**config.mk**
```make
export PLATFORM = sky130hd
export DESIGN_NAME = clk_divider
export DESIGN_NICKNAME = d
export VERILOG_FILES = /design/src/rtl/clk_divider_pkg.sv /design/src/rtl/clk_divider_cnt.sv /design/src/rtl/clk_divider.sv
export SDC_FILE = /design/constraint.sdc
export NUM_CORES = 1
export LEC_CHECK = 0
export CAP_MARGIN = 15
export CORE_MARGIN = 1.5
export CORE_UTILIZATION = 40
export CTS_BUF_LIST = sky130_fd_sc_hd__clkbuf_4
export DETAILED_ROUTE_END_ITERATION = 10
export PLACE_DENSITY_LB_ADDON = 0.1
export SYNTH_ARGS = -nofsm -noshare
export SYNTH_HDL_FRONTEND = slang
export SYNTH_HIERARCHICAL = 1
export SYNTH_SLANG_ARGS = --single-unit
```
**constraint.sdc**
```tcl
create_clock -name clk -period 6.1 [get_ports clk]
set_clock_uncertainty 0.2 [all_clocks]
set_input_delay 0.915 -clock clk [delete_from_list [all_inputs] [get_ports clk]]
set_output_delay 0.915 -clock clk [all_outputs]
set_load 0.02 [all_outputs]
```
**src/rtl/clk_divider_pkg.sv**
```systemverilog
// Shared constants and helpers for the programmable sck divider.
package clk_divider_pkg;

   localparam int DIV_WIDTH_DEF = 24;
   localparam int MIN_DIV       = 2;

   // Low phase gets the extra cycle on odd divisors.
   function automatic logic [31:0] low_len(input logic [31:0] d);
      return d - (d >> 1);
   endfunction

endpackage

```
**src/rtl/clk_divider_cnt.sv**
```systemverilog
// Enable-gated 0..D-1 wrap counter; exposes its next value and the wrap strobe.
module clk_divider_cnt
   import clk_divider_pkg::*;
#(
   parameter int W = DIV_WIDTH_DEF
) (
   input  logic         clk,
   input  logic         rst,
   input  logic         en_i,
   input  logic [W-1:0] div_i,
   output logic [W-1:0] cnt_nxt_o,
   output logic         wrap_o
);

   logic [W-1:0] cnt_q;
   logic [W-1:0] cnt_d;

   always_comb begin
      wrap_o = en_i && (cnt_q == div_i - W'(1));
      cnt_d  = cnt_q;
      if (wrap_o)
         cnt_d = '0;
      else if (en_i)
         cnt_d = cnt_q + W'(1);
   end

   always_ff @(posedge clk or posedge rst) begin
      if (rst)
         cnt_q <= '0;
      else
         cnt_q <= cnt_d;
   end

   assign cnt_nxt_o = cnt_d;

endmodule

```
**src/rtl/clk_divider.sv**
```systemverilog
// Programmable glitch-free clock divider with clk-domain edge strobes and
// period-boundary divisor reload.
module clk_divider
   import clk_divider_pkg::*;
#(
   parameter int DIV_WIDTH   = DIV_WIDTH_DEF,
   parameter int DEFAULT_DIV = 27000
) (
   input  logic                 clk,
   input  logic                 rst,
   input  logic                 en,
   input  logic [DIV_WIDTH-1:0] div_val,
   input  logic                 div_load,
   output logic                 sck,
   output logic                 sck_rise,
   output logic                 sck_fall,
   output logic                 busy
);

   logic [DIV_WIDTH-1:0] div_q, div_d;
   logic [DIV_WIDTH-1:0] pend_q, pend_d;
   logic                 busy_q, busy_d;
   logic                 sck_q, sck_d;
   logic                 rise_q, rise_d;
   logic                 fall_q, fall_d;
   logic [DIV_WIDTH-1:0] div_clamp;
   logic [DIV_WIDTH-1:0] lo_len;
   logic [DIV_WIDTH-1:0] cnt_nxt;
   logic                 wrap;

   clk_divider_cnt #(.W(DIV_WIDTH)) u_cnt (
      .clk       (clk),
      .rst       (rst),
      .en_i      (en),
      .div_i     (div_q),
      .cnt_nxt_o (cnt_nxt),
      .wrap_o    (wrap)
   );

   assign div_clamp = (div_val < DIV_WIDTH'(MIN_DIV)) ? DIV_WIDTH'(MIN_DIV) : div_val;
   assign lo_len    = DIV_WIDTH'(low_len(32'(div_q)));

   always_comb begin
      div_d  = div_q;
      pend_d = pend_q;
      busy_d = busy_q;
      // A pending divisor swaps in at the wrap; a load in the same cycle
      // refills the pending slot and waits for the following wrap.
      if (wrap && busy_q) begin
         div_d  = pend_q;
         busy_d = 1'b0;
      end
      if (div_load) begin
         pend_d = div_clamp;
         busy_d = 1'b1;
      end
   end

   // At a wrap cnt_nxt is 0, so the old divisor's low length is safe to use.
   always_comb begin
      sck_d  = (cnt_nxt >= lo_len);
      rise_d = en && (cnt_nxt == lo_len);
      fall_d = wrap;
   end

   always_ff @(posedge clk or posedge rst) begin
      if (rst) begin
         div_q  <= DIV_WIDTH'(DEFAULT_DIV);
         pend_q <= '0;
         busy_q <= 1'b0;
         sck_q  <= 1'b0;
         rise_q <= 1'b0;
         fall_q <= 1'b0;
      end else begin
         div_q  <= div_d;
         pend_q <= pend_d;
         busy_q <= busy_d;
         sck_q  <= sck_d;
         rise_q <= rise_d;
         fall_q <= fall_d;
      end
   end

   assign sck      = sck_q;
   assign sck_rise = rise_q;
   assign sck_fall = fall_q;
   assign busy     = busy_q;

endmodule

```
==> results.md, run 1 <==
Timing:
- For the pin with the worst max-slew slack, the measured transition is 1100 ps.
- The headroom to the max-slew limit is 26.1%.
- Setup repair after global routing left no endpoint under its margin.
- The final-layout setup total negative slack is 0 ps.
- Setup violations remaining at the end of the flow were counted as 0.
- The final-report hold violation count is 0.
- The maximum operating frequency is 0.217 GHz.
- Subtracting the final worst setup slack from the clock period gives 4600 ps.
- In the post-route analysis, the smallest setup slack over all paths is 1500 ps.
- Hold is met by 301 ps.
- The portion of the clock cycle consumed by the worst path in the final layout is 75.4%.
- The number of pins exceeding their max-slew limit in the final report is 0.

Worst setup path:
- The endpoint of the most critical register-to-register path is sck$_DFF_PP0_.
- The highest-delay cell along the critical path is or4_4.
- In this run the worst path has a maximum fanout of 27.
- The critical path goes through or4_4 -> or4_4 -> nor4_1 -> xnor2_1 -> nand4_1 -> nor4_4 -> buf_4 -> nor2_1 -> ha_1 -> a21o_1 -> a21oi_1 -> a21oi_1 -> o31ai_1 -> o2111ai_1 -> a41o_1.
- The critical path in this run is classified as reg2reg.
- The critical path launch point type is a flip-flop.
- The flop-to-flop setup slack is 1500 ps.
- The number of cells on the worst reg-to-reg path is 15.
- At the worst endpoint, the required time is 6230 ps.
- The worst setup path is captured at a flip-flop.
- The highest cell delay on the worst timing path is 610 ps.
- The startpoint identified for the worst register-to-register timing path is div_q[15]$_DFFE_PP0P_.
- The data arrival time at the worst-slack endpoint is 4730 ps.

Routing:
- The antenna violation net count after detailed routing is 0.
- The routed wire length is 14,300 um.
- The top layer used by detailed routing is met4.
- For this block, wires on met1 add up to 6590 um.
- The post-detailed-route DRC marker count is 0.
- The length of routed met3 wiring is 805 um.
- After detailed routing, the number of vias per cell comes to 5.64.
- After the first detailed-routing iteration, the DRC count stood at 475.
- After detailed routing, the average wire length per cell comes to 17.4 um.
- For this block, the via count after detailed routing is 4,620.
- The first detailed-routing pass took 5 iterations.
- Summed over all nets, wire length on met2 after detailed routing comes to 6520 um.

Place:
- After detailed placement, the design holds a cell count of 802.
- The total cell area at the placement stage is 6200 um2.
- The HPWL reported at the end of detailed placement is 11,200 um.
- Prior to clock tree synthesis, the placed netlist has a worst setup slack of 1390 ps.
- At the end of routability-driven placement, the weighted congestion stood at 0.928.
- The count of buffers added on input and output ports is 31.

Floorplan:
- The area inside the core boundary is 13,900 um2.
- The full die area is 15,100 um2.
- The starting density of the core is 41.2%.
- In this run the core area contains 43 standard-cell rows.
- The floorplan die width is 123 um.
- Measured along the y axis, the die boundary spans 123 um.
- 32 I/O pins were placed.

Global routing:
- The total grt overflow is 0.
- The wire length of the first global-routing pass is 23,600 um.
- The number of global-route vias before repair is 4,520.
- The number of antenna violations at the first check in global routing is 1.
- The total track usage is 20.7%.
- Entering global routing, the biggest net connects 53 pins.

Finish:
- The top cell types in the final layout, fill and taps aside, are 68 x dfrtp_1, 49 x ha_1, 46 x nor2_1.
- The finished layout holds 819 standard cells, fillers aside.
- For this run, the post-layout net count is 711.
- The finished cells cover 6320 um2.
- In the final layout, the share of cells above drive strength 1 is 13.8%.
- The commonest non-fill, non-tap cell in the layout is dfrtp_1.
- The area growth from synthesis to layout is 10.2%.

Yosys:
- Synthesis produced 608 cells.
- The synthesized design contains 76 register bits.
- During synthesis, Yosys emitted a total of 6 warnings.
- The per-instance average area after synthesis is 9.43 um2.
- The total nets after synthesis is 686.
- The biggest area contributor in the post-synthesis netlist is dfrtp_1.
- The synthesized design contains 0 enable-type register cells.
- The primary flip-flop cell chosen by synthesis mapping is dfrtp_1.
- The share of the synthesized area in the top cell type is 29.7%.
- The synthesized netlist contains 62 unique library cells.
- The cell area after technology mapping is 5730 um2.
- Yosys attributes the largest share of cell area to dfrtp_1 30%, ha_1 11%, mux2_2 8.8%, xor2_1 6.1%, xnor2_1 5.0%.
- Of all flip-flops after synthesis, the portion carrying an async set or reset was 100%.
- The sequential fraction of the synthesis area is 33.3%.

Min path:
- In this run the most critical hold path is launched from pend_q[21]$_DFFE_PP0P_.
- The end of the worst hold path is div_q[21]$_DFFE_PP0P_.
- The kind of path behind the tightest hold check is reg2reg.
- Counting instances, the worst hold path has a depth of 1.

CTS:
- The clock passes through at most 2 buffers.
- The number of cells upsized or downsized after cts is 0.
- The total CTS buffers is 9.
- CTS built an H-tree with a depth of 3.
- Clock tree synthesis selected as its root buffer the cell clkbuf_4.
- The CTS clock-pin slew for the worst setup and hold paths is 130 ps.
- TritonCTS built the clock tree.
- The latest clock arrival within the worst-skew pair is 440 ps.
- Post-CTS timing repair inserted 0 buffers for setup.
- The hold buffer count at cts is 0.
- The number of clock sinks seen by CTS is 76.

Job:
- The reported max-cap violation count is 0.

Run status:
- The flow ran to the end, and the final reports show no timing, DRC or antenna violations.

Pwr:
- For this design the ratio of total power to cell area is 180 nW/um2.
- The leakage component of the power is 2.98 nW.
- The worst-case IR drop observed on VDD is 91.7 uV.
==> flip-flops by register name, indices dropped and copies added, names as in the netlist <==
signal / flops
u_cnt/cnt_q: 24
busy: 1
sck_rise: 1
div_q: 24
sck_fall: 1
pend_q: 24
sck: 1
==> metal layers <==
layer,vias up,GRT usage [%]
li1,2246,-
met1,2218,28.6
met2,134,32.8
met3,22,2.65
met4,0,7.99
met5,-,0
==> how the worst max path moves through the flow <==
stage	startpoint	slack (ps)	depth (start not counted)	to
3_3_place_gp	en	1400	14	sck$_DFF_PP0_
3_5_place_dp	en	1390	14	sck$_DFF_PP0_
2_1_floorplan	div_q[15]$_DFFE_PP0P_	1860	15	sck$_DFF_PP0_
5_1_grt	div_q[15]$_DFFE_PP0P_	1190	15	sck$_DFF_PP0_
4_1_cts	div_q[15]$_DFFE_PP0P_	1510	15	sck$_DFF_PP0_
6_report	div_q[15]$_DFFE_PP0P_	1500	15	sck$_DFF_PP0_
==> layout make-up <==
type / count / area, um2
Inverter: 43 / 161
Sequential cell: 76 / 1910
Multi-Input combinational cell: 469 / 3570
Clock inverter: 5 / 31.3
Antenna cell: 1 / 2.50
Fill cell: 1403 / 7620
Tap cell: 180 / 225
Clock buffer: 11 / 82.6
Timing Repair Buffer: 34 / 333
==> cell families after synthesis <==
| group | after synthesis | synth area share [%] |
|---|---|---|
| buffers and inverters | 63 | 4.41 |
| and+or+nand+nor | 185 | 17.4 |
| AOI/OAI and AO/OA | 113 | 13.3 |
| DFF | 76 | 33.3 |
| adders and majority gates | 50 | 11.0 |
| xor gates and xnor gates | 73 | 11.2 |
| muxes | 48 | 9.36 |
==> power breakdown <==
| part | switching, mW | total [mW] | internal [mW] |
|---|---|---|---|
| Combinational | 0.127 | 0.257 | 0.131 |
| Clock | 0.188 | 0.280 | 0.0918 |
| Sequential | 0.0522 | 0.599 | 0.547 |
| Total | 0.367 | 1.14 | 0.769 |
==> through the flow <==
stage               util [%]  power (mW)
finish                  45.3        1.14
global route            45.3        1.22
CTS                     45.3        1.15
detailed placement      44.5       0.864
global placement        44.5       0.854
floorplan                  -       0.776
==> cell usage after synthesis, types with 3 or more instances <==
| library cell | n |
|---|---|
| nor3_1 | 15 |
| ha_1 | 49 |
| nand2b_1 | 3 |
| nand3_1 | 17 |
| nand2_1 | 32 |
| nor2b_1 | 7 |
| clkbuf_1 | 14 |
| inv_1 | 43 |
| nor4_1 | 13 |
| xnor2_1 | 33 |
| and3_1 | 5 |
| mux2i_1 | 3 |
| nor2_1 | 46 |
| o2111ai_1 | 6 |
| nor3b_1 | 3 |
| nand4_1 | 24 |
| o31ai_1 | 4 |
| dfrtp_1 | 68 |
| a21oi_1 | 35 |
| buf_1 | 3 |
| dfstp_2 | 8 |
| o21ai_0 | 13 |
| o21a_1 | 7 |
| o21ai_1 | 4 |
| xor2_1 | 40 |
| mux2_2 | 45 |
| a21o_1 | 18 |
| a31oi_1 | 3 |
==> critical path: cells and delay by family (launching register included) <==
kind / cells / cell delay, ps
buf+inv: 1 / 340
compound gates: 6 / 980
simple gates: 6 / 1980
xor+xnor: 1 / 170
fa+ha+maj: 1 / 340
flops: 1 / 500
Note: power is estimated with default switching activity, not from simulation.
==> run 2: changes to the inputs <==
- clock period: 6.1 -> 4.1 ns (I/O delays scaled with it)
==> run 2 against run 1 <==
The run now ends with negative setup slack left. Critical path depth unchanged. Total power up 68%. Non-clock buffer count up 61. Sequential power up 50%. Register-to-register slack worse by 1500 ps. Utilization up 5.2 points. Cell area up 11%. Sequential cell count unchanged. Wire length up 4.2%. Hold slack better by 5.3 ps. First-iteration DRC count down 40%. Cell count up 7.6%. Largest cell class unchanged.
==> results.md, run 2 (same netlist as run 1, synthesis figures left out) <==
Run status:
- The flow ran to the end, but the final reports show violations.
- The checks that failed: negative setup slack.

Pwr:
- The leakage component of the power is 3.36 nW (+13%).
- The worst voltage drop across the vdd grid is 210 uV (+130%).
- The areal power density over the cells is 271 nW/um2 (+51%).

Finish:
- The utilization of the core after routing is 50.5% (+5.2 points).
- The area growth from synthesis to layout is 22.7%.
- Leaving out fill and tap cells, the most frequent cell in the layout is dfrtp_1.
- In the layout the commonest cells are 68 x dfrtp_1, 58 x buf_4, 46 x ha_1.
- The number of filler instances in the final layout came to 1,313 (-6.4%).
- The number of nets in the finished design is 772 (+8.6%).
- In the final layout, the registers with the most flip-flops are div_q: 24 flops, pend_q: 24 flops, u_cnt/cnt_q: 24 flops.
- The fraction of layout cells with a size suffix above 1 is 23.6% (+9.8 points).
- The final non-filler cell total is 881 (+7.6%).

Worst setup path:
- Walking the worst path, the cells encountered are or4_4 -> or4_4 -> o21a_1 -> a211oi_2 -> nand4_1 -> nor4_4 -> buf_12 -> buf_12 -> nor2_2 -> ha_1 -> a21oi_2 -> a21oi_1 -> o31ai_2 -> o2111ai_2 -> a41o_1.
- The endpoint identified for the worst register-to-register timing path is sck$_DFF_PP0_.
- The depth of the most critical reg-to-reg path was 15 (unchanged).
- The top fanout value on the critical path is 6 (-78%).
- The sort of element at the end of the critical path is a flip-flop.
- The start point of the critical path is div_q[18]$_DFFE_PP0P_.
- The kind of critical path is reg2reg.
- The data arrival time at the worst-slack endpoint is 4290 ps (-440 ps).
- The slowest stage of the critical path belongs to the cell or4_4.
- The required time of the critical path is 4240 ps (-1990 ps).
- The worst register-to-register path begins at div_q[18]$_DFFE_PP0P_.
- The highest cell delay on the worst timing path is 560 ps (-50 ps).
- The flop-to-flop setup slack is -40 ps (-1540 ps).
- The capture point of the critical path is sck$_DFF_PP0_.
- STA classifies the critical path startpoint as a flip-flop.

Global routing:
- The wire length of the first global-routing pass is 23,700 um (+0.38%).
- The number of global-route vias before repair is 4,649 (+2.9%).
- The total track usage is 20.8% (+0.083 points).
- The maximum number of pins on one net before global-route repair came to 41 (-23%).
- The total grt overflow is 0 (unchanged).
- The number of antenna violations at the first check in global routing is 1 (unchanged).

Floorplan:
- The y dimension of the die came to 123 um (unchanged).
- The number of primary I/O pins is 32 (unchanged).
- The number of placement rows is 43 (unchanged).
- The starting density of the core was 41.2% (unchanged).
- The full die area is 15,100 um2 (unchanged).
- The floorplan die width is 123 um (unchanged).
- The area inside the core boundary is 13,900 um2 (unchanged).

Routing:
- The antenna violation net count after detailed routing is 0 (unchanged).
- The number of search-and-repair iterations in the first detailed-routing pass came to 6 (+1).
- The via count is 4,810 (+4.1%).
- The average wire per standard cell was 16.9 um (-3.2%).
- The DRC violation total after the first TritonRoute iteration is 283 (-40%).
- The mean number of vias per cell is 5.46 (-3.2%).
- The routed wire length is 14,900 um (+4.2%).
- The post-detailed-route DRC marker count came to 0 (unchanged).

CTS:
- The tree is rooted in a clkbuf_4.
- The CTS clock-pin slew for the worst setup and hold paths is 150 ps (+20 ps).
- The maximum clock path buffer count was 2 (unchanged).
- The total CTS buffers is 9 (unchanged).
- The maximum level of the CTS H-tree is 3 (unchanged).
- The hold buffer count at cts came to 0 (unchanged).
- The number of clock sinks seen by CTS is 76 (unchanged).
- The latest clock arrival within the worst-skew pair is 450 ps (about the same).
- TritonCTS built the clock tree.

Place:
- The number of instances in the placed design is 848 (+5.7%).
- The HPWL reported at the end of detailed placement was 11,700 um (+4.5%).
- The worst setup slack after placement is 5.61 ps (-1390 ps).
- The global placer's final weighted congestion is 0.913 (-1.6%).
- The quantity of I/O buffers inserted on ports is 31 (unchanged).

Min path:
- The cell depth of the worst hold path is 1 (unchanged).
- The kind of path behind the tightest hold check is reg2reg.

Timing:
- The final-report hold violation count is 0 (unchanged).
- The final period demand of the worst path is 4140 ps (-456 ps).
- The number of pins exceeding their max-slew limit in the final report is 0 (unchanged).
- The slew of the pin with the lowest slew margin came to 1090 ps (-16.2 ps).
- The headroom to the max-slew limit is 27.2% (+1.1 points).
- Setup repair after global routing could not meet its margin everywhere.
- The final-layout setup total negative slack came to -43.6 ps (-43.6 ps).
- The portion of the clock cycle consumed by the worst path in the final layout is 101% (+26 points).
- The setup violation total in the final timing report was 1 (+1).
- The maximum operating frequency is 0.241 GHz (+11%).
- The final critical-path setup slack is -43.6 ps (-1540 ps).
- The smallest hold slack is 306 ps (+5.30 ps).

Job:
- The reported max-cap violation count is 0 (unchanged).
[run 2: metrics by stage]
step | power (mW) | instance area [um2]
after detailed placement | 1.31 | 6610
after global routing | 2.02 | 7040
after global placement | 1.31 | 6610
after CTS | 1.92 | 6790
final | 1.90 | 7040
after floorplan | 1.15 | 5760
[run 2: critical path: cells and delay by family (launching register included)]
family	cells	cell delay (ps)
adders and majority gates	1	330
DFF	1	410
and+or+nand+nor	5	1580
buffers and inverters	2	280
AOI/OAI and AO/OA	7	1240
[run 2: worst min path at each step]
stage	slack [ps]	start	end
after floorplan	270	pend_q[1]$_DFFE_PP0P_	pend_q[1]$_DFFE_PP0P_
after CTS	310	pend_q[6]$_DFFE_PP0P_	div_q[6]$_DFFE_PP1P_
after global placement	290	pend_q[13]$_DFFE_PP0P_	pend_q[13]$_DFFE_PP0P_
final	310	pend_q[17]$_DFFE_PP0P_	div_q[17]$_DFFE_PP0P_
after detailed placement	300	pend_q[8]$_DFFE_PP0P_	div_q[8]$_DFFE_PP1P_
after global routing	340	pend_q[6]$_DFFE_PP0P_	div_q[6]$_DFFE_PP1P_
[run 2: repair_timing]
item                       CTS  global route
gates resized for setup      2            25
buffers inserted             0            14
gates cloned                 0             1
setup endpoints to repair    1             2
pin swaps                    0            28
[run 2: cell type report]
cell class | count | area, um2 | share of cell area (%)
sequential | 76 | 1910 | 27.2
timing repair buffer | 95 | 857 | 12.2
clock buffer | 9 | 67.6 | 0.960
tap | 180 | 225 | 3.20
inverter | 43 | 161 | 2.29
multi-input combinational | 469 | 3690 | 52.5
antenna | 2 | 5.00 | 0.0711
clock inverter | 7 | 115 | 1.64
[run 2: routing by layer]
| layer | part of all wire, % | global-route usage, % |
|---|---|---|
| met5 | 0 | 0 |
| met4 | 2.3 | 7.78 |
| met3 | 5.2 | 2.51 |
| met2 | 46 | 33.1 |
| met1 | 47 | 28.9 |
[run 2: power by group]
part	switching [mW]	internal [mW]
Sequential	0.0857	0.813
Clock	0.289	0.307
Combinational	0.194	0.215
